File: src/rtl/program_counter.sv
// program_counter: architectural fetch PC register for the RV32 pipeline.
// The next-PC value (PC+4 or a branch target) is chosen upstream; this block
// registers it on enabled edges, keeps the PC word-aligned by clearing the two
// low bits, and raises a one-cycle flag when the requested address was not
// word-aligned.
//
// Interface contract: there is no valid/ready handshake. 'en' is a pure load
// enable, sampled on the rising edge: en=1 loads pc_in, en=0 holds the PC
// (stall). pc_in is ignored entirely while en=0, so X/Z there cannot reach
// the register.
module program_counter #(
  parameter int                  PC_SIZE      = 32,
  parameter logic [PC_SIZE-1:0]  RESET_VECTOR = '0
) (
  input  logic               clk,
  input  logic               arst,
  input  logic               en,
  input  logic [PC_SIZE-1:0] pc_in,
  output logic [PC_SIZE-1:0] pc_out,
  output logic               misaligned
);

  logic [PC_SIZE-1:0] r_pc;
  logic               r_misaligned;

  logic [PC_SIZE-1:0] w_pc_aligned;
  logic               w_pc_in_misaligned;

  // Word-align the requested address and detect a non-zero byte offset.
  always_comb begin
    w_pc_aligned       = {pc_in[PC_SIZE-1:2], 2'b00};
    w_pc_in_misaligned = (pc_in[1:0] != 2'b00);
  end

  // PC register: async reset wins over everything; hold on stall.
  always_ff @(posedge clk or posedge arst) begin
    if (arst) begin
      r_pc <= RESET_VECTOR;
    end else if (en) begin
      r_pc <= w_pc_aligned;
    end
  end

  // Misaligned flag: pulses for exactly one cycle after an offending load,
  // cleared on any stall cycle so it never stretches.
  always_ff @(posedge clk or posedge arst) begin
    if (arst) begin
      r_misaligned <= 1'b0;
    end else if (en) begin
      r_misaligned <= w_pc_in_misaligned;
    end else begin
      r_misaligned <= 1'b0;
    end
  end

  // Outputs come straight from the registers; no combinational path from pc_in.
  assign pc_out     = r_pc;
  assign misaligned = r_misaligned;

endmodule

File: config.mk
export PLATFORM = sky130hd
export DESIGN_NAME = program_counter
export DESIGN_NICKNAME = d
export VERILOG_FILES = /design/src/rtl/program_counter.sv
export SDC_FILE = /design/constraint.sdc
export NUM_CORES = 1
export LEC_CHECK = 0
export ABC_AREA = 1
export CORE_ASPECT_RATIO = 1.75
export CORE_MARGIN = 4
export CORE_UTILIZATION = 37
export CTS_CLUSTER_DIAMETER = 200
export DETAILED_ROUTE_END_ITERATION = 10
export HOLD_SLACK_MARGIN = 0.08
export PLACE_DENSITY = 0.87
export RECOVER_POWER = 25
export REMOVE_ABC_BUFFERS = 1
export SETUP_SLACK_MARGIN = 0.1
export SYNTH_ARGS = -nofsm -noshare
export SYNTH_HDL_FRONTEND = slang
export SYNTH_SLANG_ARGS = --single-unit
File: constraint.sdc
create_clock -name clk -period 1.1 [get_ports clk]
set_input_delay 0.11 -clock clk [delete_from_list [all_inputs] [get_ports clk]]
set_output_delay 0.11 -clock clk [all_outputs]
set_load 0.005 [all_outputs]
==> results.sh <==
export IMPL_status="finished clean"
export IMPL_ctsHtreeMaxLevel=2
export IMPL_maxCapViolCount=0
export IMPL_gp_congestion=0.7091
export IMPL_synth_top_area_share_pct=65.89
export IMPL_antenna_left=0
export IMPL_cp_num_buf_inv=1
export IMPL_worstSetupEndpointType="output port"
export IMPL_layout_commonest_cell="nand2_1"
export IMPL_fin_skew_ns=0
export IMPL_cts_hold_buf=0
export IMPL_viasPerCell=4.209
export IMPL_startpoint_type="register"
export IMPL_cts_sinks=31
export IMPL_start_util_pct=39.34
export IMPL_drive_above_1_share_pct=14.62
export IMPL_hp_class="in2async"
export IMPL_rsz0062_at_grt="yes"
export IMPL_max_stage_delay_ns=0.38
export IMPL_netlist_area_sq_um=1177
export IMPL_slew_viol_final=0
export IMPL_synthMuxAreaShare_pct=0
export IMPL_worst_path_max_fanout=2
export IMPL_antenna_found_initial=0
export IMPL_p_leak_nw=1.048
export IMPL_n_antenna_cell=0
export IMPL_coreArea_sq_um=2993
export IMPL_dpl_instance_area_sq_um=1899
export IMPL_num_vias=1069
export IMPL_path_class="reg2out"
export IMPL_cp_arrival_ns=0.87
export IMPL_path_clk_slew_ns=0.06
export IMPL_required_ns=0.99
export IMPL_reg2reg_slack_ns=0.36
export IMPL_hpwl_mm=2.132
export IMPL_wirelength_mm=2.996
export IMPL_worst_slew_pin_slew_ns=0.7413
export IMPL_path_delay_family="flip-flops"
export IMPL_clockBufferDepth=2
export IMPL_final_cell_mix="90 x nand2_1, 34 x clkdlybuf4s50_1, 31 x dfrtp_1"
export IMPL_grt_pass1_wl_mm=4.733
export IMPL_clk_latency_ns=0.26
export IMPL_slew_headroom_pct=50.58
export IMPL_fin_area_sq_um=1997
export IMPL_synth_compound_area_share_pct=0
export IMPL_min_period_over_period_pct=88.79
export IMPL_hold_violations=0
export IMPL_tritoncts="yes"
export IMPL_synthXorXnorAreaFrac_pct=0
export IMPL_cts_made_buffers=5
export IMPL_die_w_microns=50.64
export IMPL_post_place_ws_ns=-0.03001
export IMPL_grt_start_max_net_pins=32
export IMPL_setup_violations=0
export IMPL_drc=0
export IMPL_crit_chain="clkdlybuf4s15_1"
export IMPL_crit_slowest_cell="dfrtp_1"
export IMPL_routedWlPerCell_microns=11.80
export IMPL_syn_area_per_cell_sq_um=8.786
export IMPL_ys_types=8
export IMPL_synthCells=134
export IMPL_netlist_top_cells_area="dfrtp_1 66%, nand2_1 29%, buf_2 2.6%, buf_4 1.3%, nor2_1 0.64%"
export IMPL_std_cell_rows=26
export IMPL_yosys_area_top_type="dfrtp_1"
export IMPL_ys_seq_area_share_pct=65.89
export IMPL_synth_top_family_by_area="simple AND/OR/NAND/NOR gates"
export IMPL_grt_overflow_total=0
export IMPL_ir_worst_vdd_uv=967.7
export IMPL_io_buffers=65
export IMPL_area_growth_pct=69.61
export IMPL_synth_fa_ha_area_share_pct=0
export IMPL_grt_usage_pct=15.11
export IMPL_power_per_cell_area_nw_per_um2=1354
export IMPL_fin_ws_ns=0.1234
export IMPL_period_minus_slack_ns=0.9766
export IMPL_r2r_start="pc_out[8]"
export IMPL_synth_warnings=0
export IMPL_grt_pass1_vias=1095
export IMPL_layout_nets=246
export IMPL_drtPass1Iterations=4
export IMPL_fmax_ghz=1.024
export IMPL_reg2reg_depth=3
export IMPL_synth_seq_cells=31
export IMPL_synthSimpleGateAreaFrac_pct=29.33
export IMPL_drt_iter0_markers=28
export IMPL_num_io_pins=68
export IMPL_dieHeight_microns=82.63
export IMPL_cts_root_buf="clkbuf_8"
export IMPL_die_area_sq_um=4184
export IMPL_worst_r2r_endpoint="pc_out[8]"
## power by group
| part | switching (W) | internal, W | total, W |
|---|---|---|---|
| logic | 0.000192 | 0.000296 | 0.000488 |
| registers | 0.0000504 | 0.00124 | 0.00129 |
| clock network | 0.000356 | 0.000570 | 0.000925 |
| total | 0.000598 | 0.00211 | 0.00270 |
## per-layer routing
layer  GRT usage (%)  wire [microns]
met5               0               0
met4           10.24              97
met3           2.873             183
met2           28.27            1660
met1           14.72            1054
## cell usage after synthesis (all sizes together)
master	count
dfrtp	31
nor2	2
buf	8
nand2	90
inv	2
conb	1
## flip-flops by register name, summed over array words and instances, names as in the netlist
| register | count |
|---|---|
| misaligned | 1 |
| pc_out | 30 |
## timing repair
item	in CTS	in global routing
cloned	0	0
gates resized for setup	60	13
endpoints found under the setup margin	31	13
buffers inserted	9	0
## per-stage QoR
step,TNS [ns],power [W],hold slack [ns],util [%],instances
after global placement,0,0.001826,0.4526,63.46,237
after CTS,0,0.002776,0.1840,68.98,254
after global routing,0,0.002859,0.3765,66.72,254
final,0,0.002705,0.3568,66.72,254
after floorplan,0,0.001437,0.2135,-,127
after detailed placement,-0.2932,0.001836,0.4575,63.46,237
## worst max-delay path by stage
stage | startpoint | end | slack [ns] | cells after the start
after floorplan | arst | misaligned | 0.33 | 1
after global placement | en | pc_out[24] | 0.002 | 5
after detailed placement | en | pc_out[8] | -0.03 | 5
after CTS | pc_out[5] | pc_out[5] | 0.06 | 1
after global routing | pc_out[5] | pc_out[5] | 0.08 | 1
final | pc_out[5] | pc_out[5] | 0.12 | 1
## cells by family (layout without fill, tap and decap cells)
family	Yosys count	after routing
other	1	2
AND/OR/NAND/NOR	92	92
buffers and inverters	10	87
flip-flops	31	31
## cell type report
| type | instances | area, sq um |
|---|---|---|
| Fill cell | 242 | 996.0 |
| Sequential cell | 31 | 775.7 |
| Timing Repair Buffer | 77 | 708.2 |
| Multi-Input combinational cell | 94 | 352.8 |
| Clock buffer | 8 | 100.1 |
| Tap cell | 42 | 52.55 |
| Inverter | 2 | 7.507 |
## worst register-to-register path, delay by kind of cell (launching register included)
kind	cells	cell delay (ns)
flops	1	0.39
buf+inv	1	0.14
simple gates	2	0.11
Power figures use the tool's default switching activity.
